## src/rtl/tri_bus_arb_pkg.sv

```systemverilog
// ----------------------------------------------------------------------------
// tri_bus_arb_pkg : shared types, defaults and helpers for the bus arbiter
// Rev 1.0
// ----------------------------------------------------------------------------
`default_nettype none

package tri_bus_arb_pkg;

  localparam int DEF_NREQ       = 4;
  localparam int DEF_MAX_TENURE = 8;
  localparam int DEF_TURNAROUND = 1;
  localparam int MAX_NREQ       = 16;

  typedef enum logic [1:0] {
    ST_IDLE = 2'd0,
    ST_OWN  = 2'd1,
    ST_TURN = 2'd2
  } state_e;

  // Callers slice the low NREQ bits of the result.
  function automatic logic [MAX_NREQ-1:0] onehot_of(input logic [31:0] idx);
    logic [MAX_NREQ-1:0] v;
    v = '0;
    v[idx[3:0]] = 1'b1;
    return v;
  endfunction

endpackage

`default_nettype wire

```

## src/rtl/rr_pick.sv

```systemverilog
// ----------------------------------------------------------------------------
// rr_pick : combinational round-robin picker (first set bit at or after ptr)
// Rev 1.0
// ----------------------------------------------------------------------------
`default_nettype none

module rr_pick #(
  parameter int NREQ = 4,
  parameter int ID_W = $clog2(NREQ)
) (
  input  logic [NREQ-1:0] req,
  input  logic [ID_W-1:0] ptr,
  output logic            valid,
  output logic [ID_W-1:0] idx
);

  int cand;

  // Walk the request vector from ptr with wrap; first hit wins.
  always_comb begin
    valid = 1'b0;
    idx   = '0;
    cand  = 0;
    for (int i = 0; i < NREQ; i++) begin
      cand = int'(ptr) + i;
      if (cand >= NREQ) cand = cand - NREQ;
      if (!valid && req[cand[ID_W-1:0]]) begin
        valid = 1'b1;
        idx   = cand[ID_W-1:0];
      end
    end
  end

endmodule

`default_nettype wire

```

## src/rtl/tri_bus_arbiter.sv

```systemverilog
// ----------------------------------------------------------------------------
// tri_bus_arbiter : owner arbitration for a shared resolved net, with tenure
//                   limit and all-drivers-off turnaround between owners
// Rev 1.0
// ----------------------------------------------------------------------------
`default_nettype none

module tri_bus_arbiter
  import tri_bus_arb_pkg::*;
#(
  parameter int NREQ       = DEF_NREQ,
  parameter int MAX_TENURE = DEF_MAX_TENURE,
  parameter int TURNAROUND = DEF_TURNAROUND,
  parameter int ID_W       = $clog2(NREQ)
) (
  input  logic            clk,
  input  logic            rst,
  input  logic [NREQ-1:0] req,
  input  logic [NREQ-1:0] last,
  output logic [NREQ-1:0] grant,
  output logic [NREQ-1:0] drive_en,
  output logic [ID_W-1:0] owner_id,
  output logic            bus_busy,
  output logic            tenure_expired,
  output logic            abort
);

  localparam int TEN_W  = (MAX_TENURE > 1) ? $clog2(MAX_TENURE) : 1;
  localparam int TURN_W = (TURNAROUND > 1) ? $clog2(TURNAROUND) : 1;

  state_e            state_q, state_d;
  logic [NREQ-1:0]   grant_q, grant_d;
  logic [ID_W-1:0]   owner_q, owner_d;
  logic              busy_q, busy_d;
  logic              texp_q, texp_d;
  logic              abort_q, abort_d;
  logic [ID_W-1:0]   rr_ptr_q, rr_ptr_d;
  logic [TEN_W-1:0]  tenure_q, tenure_d;
  logic [TURN_W-1:0] turn_q, turn_d;

  logic              pick_valid;
  logic [ID_W-1:0]   pick_idx;
  logic [MAX_NREQ-1:0] pick_oh;
  logic              start_own;
  logic              release_own;
  logic              tenure_max;
  logic              others_req;

  rr_pick #(
    .NREQ (NREQ),
    .ID_W (ID_W)
  ) u_rr_pick (
    .req   (req),
    .ptr   (rr_ptr_q),
    .valid (pick_valid),
    .idx   (pick_idx)
  );

  assign pick_oh    = onehot_of(32'(pick_idx));
  assign tenure_max = (tenure_q == TEN_W'(MAX_TENURE - 1));
  assign others_req = |(req & ~grant_q);

  always_comb begin
    state_d     = state_q;
    grant_d     = grant_q;
    owner_d     = owner_q;
    busy_d      = busy_q;
    texp_d      = 1'b0;
    abort_d     = 1'b0;
    rr_ptr_d    = rr_ptr_q;
    tenure_d    = tenure_q;
    turn_d      = turn_q;
    start_own   = 1'b0;
    release_own = 1'b0;

    case (state_q)
      ST_IDLE: start_own = pick_valid;
      ST_OWN: begin
        // last outranks a dropped req, which outranks tenure expiry.
        if (last[owner_q]) begin
          release_own = 1'b1;
        end else if (!req[owner_q]) begin
          release_own = 1'b1;
          abort_d     = 1'b1;
        end else if (tenure_max && others_req) begin
          release_own = 1'b1;
          texp_d      = 1'b1;
        end else if (!tenure_max) begin
          tenure_d = tenure_q + 1'b1;
        end
      end
      ST_TURN: begin
        if (turn_q == '0) begin
          if (pick_valid) begin
            start_own = 1'b1;
          end else begin
            state_d = ST_IDLE;
            busy_d  = 1'b0;
          end
        end else begin
          turn_d = turn_q - 1'b1;
        end
      end
      default: state_d = ST_IDLE;
    endcase

    if (release_own) begin
      state_d = ST_TURN;
      grant_d = '0;
      turn_d  = TURN_W'(TURNAROUND - 1);
    end

    if (start_own) begin
      state_d  = ST_OWN;
      grant_d  = pick_oh[NREQ-1:0];
      owner_d  = pick_idx;
      busy_d   = 1'b1;
      tenure_d = '0;
      rr_ptr_d = (pick_idx == ID_W'(NREQ - 1)) ? '0 : pick_idx + 1'b1;
    end
  end

  always_ff @(posedge clk) begin
    if (rst) begin
      state_q  <= ST_IDLE;
      grant_q  <= '0;
      owner_q  <= '0;
      busy_q   <= 1'b0;
      texp_q   <= 1'b0;
      abort_q  <= 1'b0;
      rr_ptr_q <= '0;
      tenure_q <= '0;
      turn_q   <= '0;
    end else begin
      state_q  <= state_d;
      grant_q  <= grant_d;
      owner_q  <= owner_d;
      busy_q   <= busy_d;
      texp_q   <= texp_d;
      abort_q  <= abort_d;
      rr_ptr_q <= rr_ptr_d;
      tenure_q <= tenure_d;
      turn_q   <= turn_d;
    end
  end

  // grant is already zero outside OWN, so it doubles as the driver enable.
  assign grant          = grant_q;
  assign drive_en       = grant_q;
  assign owner_id       = owner_q;
  assign bus_busy       = busy_q;
  assign tenure_expired = texp_q;
  assign abort          = abort_q;

endmodule

`default_nettype wire

```

## config.mk

```make
export PLATFORM = sky130hd
export DESIGN_NAME = tri_bus_arbiter
export DESIGN_NICKNAME = d
export VERILOG_FILES = /design/src/rtl/tri_bus_arb_pkg.sv /design/src/rtl/rr_pick.sv /design/src/rtl/tri_bus_arbiter.sv
export SDC_FILE = /design/constraint.sdc
export NUM_CORES = 1
export LEC_CHECK = 0
export BUFFER_PORTS_ARGS = -buffer_cell sky130_fd_sc_hd__buf_2
export CORE_MARGIN = 1
export CORE_UTILIZATION = 40
export DETAILED_ROUTE_END_ITERATION = 6
export SLEW_MARGIN = 20
export SYNTH_ARGS = -nofsm -noshare
export SYNTH_HDL_FRONTEND = slang
export SYNTH_SLANG_ARGS = --single-unit
```

## constraint.sdc

```tcl
create_clock -name clk -period 2.65 [get_ports clk]
set_clock_uncertainty 0.05 [all_clocks]
set_input_delay 0.265 -clock clk [delete_from_list [all_inputs] [get_ports clk]]
set_output_delay 0.265 -clock clk [all_outputs]
set_load 0.02 [all_outputs]
```

# [After elaboration in Yosys (flattened, before gate mapping)]
# Index checks and enable logic that the tools add are counted.
# Widths: inputs -> output; s select.
[totals] word_cells=118 ff_bits=17 out_inout_bits=13 inputBits=10
[op_classes] order_cmp=11 bitwise_logic=7 reduce_logical=21 n_mux=47 n_eq_ne=12 addsub=10
[ops] operator="$mux 1" n=24
[ops] operator="$mux 2" n=12
[ops] operator="$lt 2x3->1 const B" n=5
[ops] operator="$bmux 1 s2" n=6
[ops] operator="$ge 3x3->1 const B" n=3
[ops] operator="$reduce_and 3->1" n=3
[ops] operator="$mux 4" n=2
[ops] operator="$ne 4x4->1 const B" n=2
[ops] operator="$reduce_or 4->1" n=2
[ops] operator="$sub 2x1->2 const B" n=4
[ops] operator="$add 2x2->3 const B" n=2
[ops] operator="$ne 2x1->1 const B" n=3
[ops] operator="$ne 3x3->1 const B" n=2
[ops] operator="$reduce_or 2->1" n=3
[ops] operator="$logic_and 1x1->1" n=5
[ops] operator="$lt 2x5->1 const B" n=1
[ops] operator="$not 1->1" n=5
[ops] operator="$reduce_and 5->1" n=1
[ops] operator="$and 4x4->4" n=1
[ops] operator="$eq 2x2->1 const B" n=2
[ops] operator="$not 4->4" n=1
[ops] operator="$pmux 2 s2" n=1
[ops] operator="$reduce_bool 2->1" n=2
[ops] operator="$add 2x1->3 const B" n=1
[ops] operator="13 further kinds" n=15

# [Depth between registers and ports, before layout]
[depth] word_depth=19 ltp_mapped=8

# [Modules after synthesis]
# A second synthesis with hierarchy kept.
[hier_totals] cells_unflattened=92 hier_area_um2=852.1
[by_module_without_submodules] module="tri_bus_arbiter" n_inst=1 cells_each=77 seq_area_each_um2=320.3 area_per_inst_um2=774.5
[by_module_without_submodules] module="rr_pick" n_inst=1 cells_each=15 seq_area_each_um2=0.0 area_per_inst_um2=77.6

# [Least setup slack after synthesis]
# Ideal clock, no wire load.
[synth_path] path_kind="flip-flop to flip-flop" from="reg owner_q[0] (netlist: owner_id[0])" to="reg tenure_q[0]" arrival_time_ns=1.870 setup_ns=0.129 synth_period_minus_slack_ns=2.050 stages_incl_launch_ff=6 slack_ns=0.600 required_ns=2.471 path_cell_list="dfxtp_1 > mux4_2 > or4b_1 > buf_2 > xor2_1 > nor3_2"
[synth_between] elab_chain_cells=4
[synth_lines] item="start: declaration" line_no="tri_bus_arbiter.sv:33" source="logic [ID_W-1:0] owner_q, owner_d;"
[synth_lines] item="start signal: assignment" line_no="tri_bus_arbiter.sv:137" source="owner_q <= owner_d;"
[synth_lines] item="$bmux 1 s2" line_no="tri_bus_arbiter.sv:80" source="if (last[owner_q]) begin"
[synth_lines] item="$mux 1 (not written as such)" line_no="tri_bus_arbiter.sv:80"
[synth_lines] item="$not 1->1 (no source line)"
[synth_lines] item="$reduce_and 5->1 (no source line) *"
[synth_lines] item="end signal: assignment" line_no="tri_bus_arbiter.sv:142" source="tenure_q <= tenure_d;"
[synth_lines] item="end: declaration" line_no="tri_bus_arbiter.sv:38" source="logic [TEN_W-1:0] tenure_q, tenure_d;"
# Every way passes the cells marked *; elsewhere a longest branch is shown, timed or not. The select of a mux whose other input is x is not followed.
# A chain may end at the register's enable or synchronous reset.

# [Final worst setup path]
[layout_path] from="reg rr_ptr_q[1]" to="reg rr_ptr_q[1]"
[layout_rtl] item="start: declaration" line_no="tri_bus_arbiter.sv:37" source="logic [ID_W-1:0] rr_ptr_q, rr_ptr_d;"
[layout_rtl] item="start signal: assignment" line_no="tri_bus_arbiter.sv:141" source="rr_ptr_q <= rr_ptr_d;"
[layout_rtl] item="parallel branches: the longest is 13 deep, another holds $add 2x1->3"
[layout_rtl] item="$mux 2 *" line_no="rr_pick.sv:27" source="if (!valid && req[cand[ID_W-1:0]]) begin"
[layout_rtl] item="named net pick_idx[0]" line_no="tri_bus_arbiter.sv:42" source="logic [ID_W-1:0] pick_idx;"
[layout_rtl] item="$add 2x1->2 or $eq 2x2->1 (tied branches)" line_no="tri_bus_arbiter.sv:119" source="rr_ptr_d = (pick_idx == ID_W'(NREQ - 1)) ? '0 : pick_idx + 1'b1;"
[layout_rtl] item="$mux 2 *" line_no="tri_bus_arbiter.sv:119"
# Mark *: on every way through the listed nets, which the timed path passes. The select of a mux whose other input is x is not followed.

==> out/summary.txt <==
Outcome - finished, final reports clean
Die width - 48.9 um
Slowest cell delay on critical path - 560 ps
Hold/Removal Path Class - in -> reg
Critical path, cell by cell - mux2i_1 > nor2_1 > or4_1 > inv_1 > ha_1 > a211oi_1
CTS Buffer Depth - 2
WP data required - 2810 ps
Yosys top cell area share - 36.5%
Sequential area share after synthesis - 36.5%
Power per Cell Area - 634 mW/mm2
Vert. Die Dim - 48.9 um
Lkg Pwr - 0.461 nW
Largest family of logic cells by synthesized area - simple AND/OR/NAND/NOR gates
Fraction of layout cells with a size suffix above 1 - 27.4%
RSZ-0062 raised after global routing - false
Top cells by area, synth - dfxtp_1, ha_1, a21oi_1, nand3b_1, o2bb2ai_1
Commonest cells in the netlist - dfxtp_1, a21oi_1, ha_1
Worst slew margin - 55.8%
Met1 Use GR - 20.7%
Clk sinks - 16
Via-to-Cell Ratio - 5.32
Final hold viol count - 0
Cts bufs inserted - 3
Post-CTS sizing - 0
GRT Util Overall - 17.1%
First drt pass iteration count - 4
Synth warnings - 0
DRT iter0 DRCs - 8
ANT cells - 0
Grt ovf - 0
Fin crit share - 76.3%
Gpl congestion - 0.801
I/O pin count - 23
First-pass GRT wire length - 3060 um
Met3 Use GR - 5.61%
R2R setup slack - 630 ps
Hold Path Cell Cnt - 2
Post-CTS setup-driven buffer insertion count - 0
Row cnt - 16
Cell taking the most area after synthesis - dfxtp_1
Initial antenna violation count - 0
VDD IR-drop max - 0.380 mV
Critical Path Source Type - flop
Clock-pin slew on the worst setup and hold paths - 100 ps
CP max stage cell - or4_1
Min cycle time layout - 2020 ps
Fmax - 0.495 GHz
Drt drc - 0
Gr busiest metal - met2
R2R cell count - 6
Wirelength per Cell - 12.8 um
Number of synthesized register bits - 16
Dpl cells - 136
Register area - 320 um2
Primary FF master, synth - dfxtp_1
Clock Latency Late Sink - 290 ps
Post-synth EDFFs - 0
HPWL after DPL - 1330 um
Post-route insts no fill - 140
Met2 Track Usage GR - 28.2%
Max-slew violations - 0
Mapped Area - 878 um2
Post-Synth Simple-Gate Area - 23.1%
Worst-path maximum fanout - 6
Number of port buffers - 22
Worst slew pin tran - 654 ps
Cell variety after synth - 30
H-tree depth - 1
Antenna Nets Post-Route - 0
Synth Area in XOR/XNOR - 0.997%
DIE AREA - 0.00239 mm2
Total negative setup slack - 0 ps
Via Count - 745
Total wire length - 1790 um
Post-layout util - 50.2%
Post-synthesis mux area share - 8.97%
Multi-input gate area - 497 um2
Nets - 130
# hold bufs at CTS - 0
Synth-to-layout area growth - 15.7%
Filler cells - 199
Endpoints failing setup - 0
Setup crit end kind - flop
Final worst slack - 628 ps
Worst EP arrival - 2180 ps
Critical path type - reg -> reg
Count leader, synth - dfxtp_1
Post-Synth Adder-Cell Area - 8.55%
Starting Density - 43.4%
Avg Cell Area, Syn - 9.34 um2
Syn Inst Count - 94
# Max-Cap Violations - 0
Core area - 0.00202 mm2
Mapped Nets - 110
Largest net degree at the start of global routing - 17
Pre-CTS setup slack - 661 ps
Compound-Gate Fraction of Synth Area - 15.0%
CTS tree - built
Number of global-route vias before repair - 659
Ys async rst share - 0%
CTS root buffer - clkbuf_4
==> cells by family after synthesis <==
family                   after synthesis
XOR/XNOR                               1
AO/OA/AOI/OAI                         20
AND/OR/NAND/NOR                       34
multiplexers                           5
adder cells (fa/ha/maj)                6
buffers and inverters                 12
flip-flops                            16
==> worst paths after layout <==
kind / endpoint / startpoint
max: rr_ptr_q[1] / rr_ptr_q[1]
min: owner_id[0] / rst
max reg2reg: rr_ptr_q[1] / rr_ptr_q[1]
min reg2reg: rr_ptr_q[0] / rr_ptr_q[0]
==> worst max-delay path, delay by kind of cell (launching register included) <==
kind / cells / cell delay, ps
AOI/OAI and AO/OA: 1 / 210
and+or+nand+nor: 2 / 640
buffers and inverters: 1 / 110
adders and majority gates: 1 / 230
DFF: 1 / 440
muxes: 1 / 240
==> cells in the final DEF, fill, tap and decap left out <==
cell	netlist	layout
buf_2	1	22
dfxtp_1	16	16
a21oi_1	8	8
ha_1	6	6
nor2_1	5	5
inv_1	5	5
nand3b_1	5	5
nor3_1	5	5
nand2_1	4	4
nor2b_1	4	4
o2bb2ai_1	4	4
mux2i_1	3	3
nand2b_1	3	3
clkbuf_4	0	3
or4_1	2	2
o22ai_1	2	2
or2_2	2	2
o31ai_1	2	2
nor4_1	1	1
o21a_1	1	1
o41ai_1	1	1
mux4_2	1	1
mux4_1	1	1
and2b_2	1	1
o21ai_0	1	1
a211oi_1	1	1
or4b_1	1	1
xor2_1	1	1
nor3_2	1	1
clkbuf_8	0	1
==> state kept, by name, summed over array words and instances (netlist names) <==
name,count
drive_en,4
tenure_q,3
owner_id,2
rr_ptr_q,2
state_q,2
abort,1
bus_busy,1
tenure_expired,1
==> routing by layer <==
metal / part of all wire [%] / wire length, um / vias to the layer above
li1: - / - / 374
met1: 48 / 860 / 351
met2: 47 / 850 / 18
met3: 3.7 / 67 / 2
met4: 0.67 / 12 / 0
met5: 0 / 0 / -
==> final cells by class <==
class / count / area share (%)
clock buffer: 4 / 3.57
inverter: 5 / 1.85
multi-input combinational: 66 / 48.9
sequential: 16 / 31.5
tap: 27 / 3.33
timing repair buffer: 22 / 10.8
==> through the flow <==
step | hold WS (ps) | total power [W] | cell area, um2
final | 278 | 0.000644 | 1020
after global routing | 296 | 0.000687 | 1020
after CTS | 266 | 0.000650 | 1020
after detailed placement | 434 | 0.000484 | 980
after global placement | 431 | 0.000483 | 980
after floorplan | 394 | 0.000436 | 878
==> power breakdown <==
group / switching, W / leakage, nW / internal [W]
combinational: 0.000111 / 0.309 / 0.0000776
sequential: 0.0000251 / 0.131 / 0.000265
clock: 0.0000819 / 0.0210 / 0.0000837
total: 0.000218 / 0.461 / 0.000426
No activity file was read; power rests on OpenSTA's default activity.
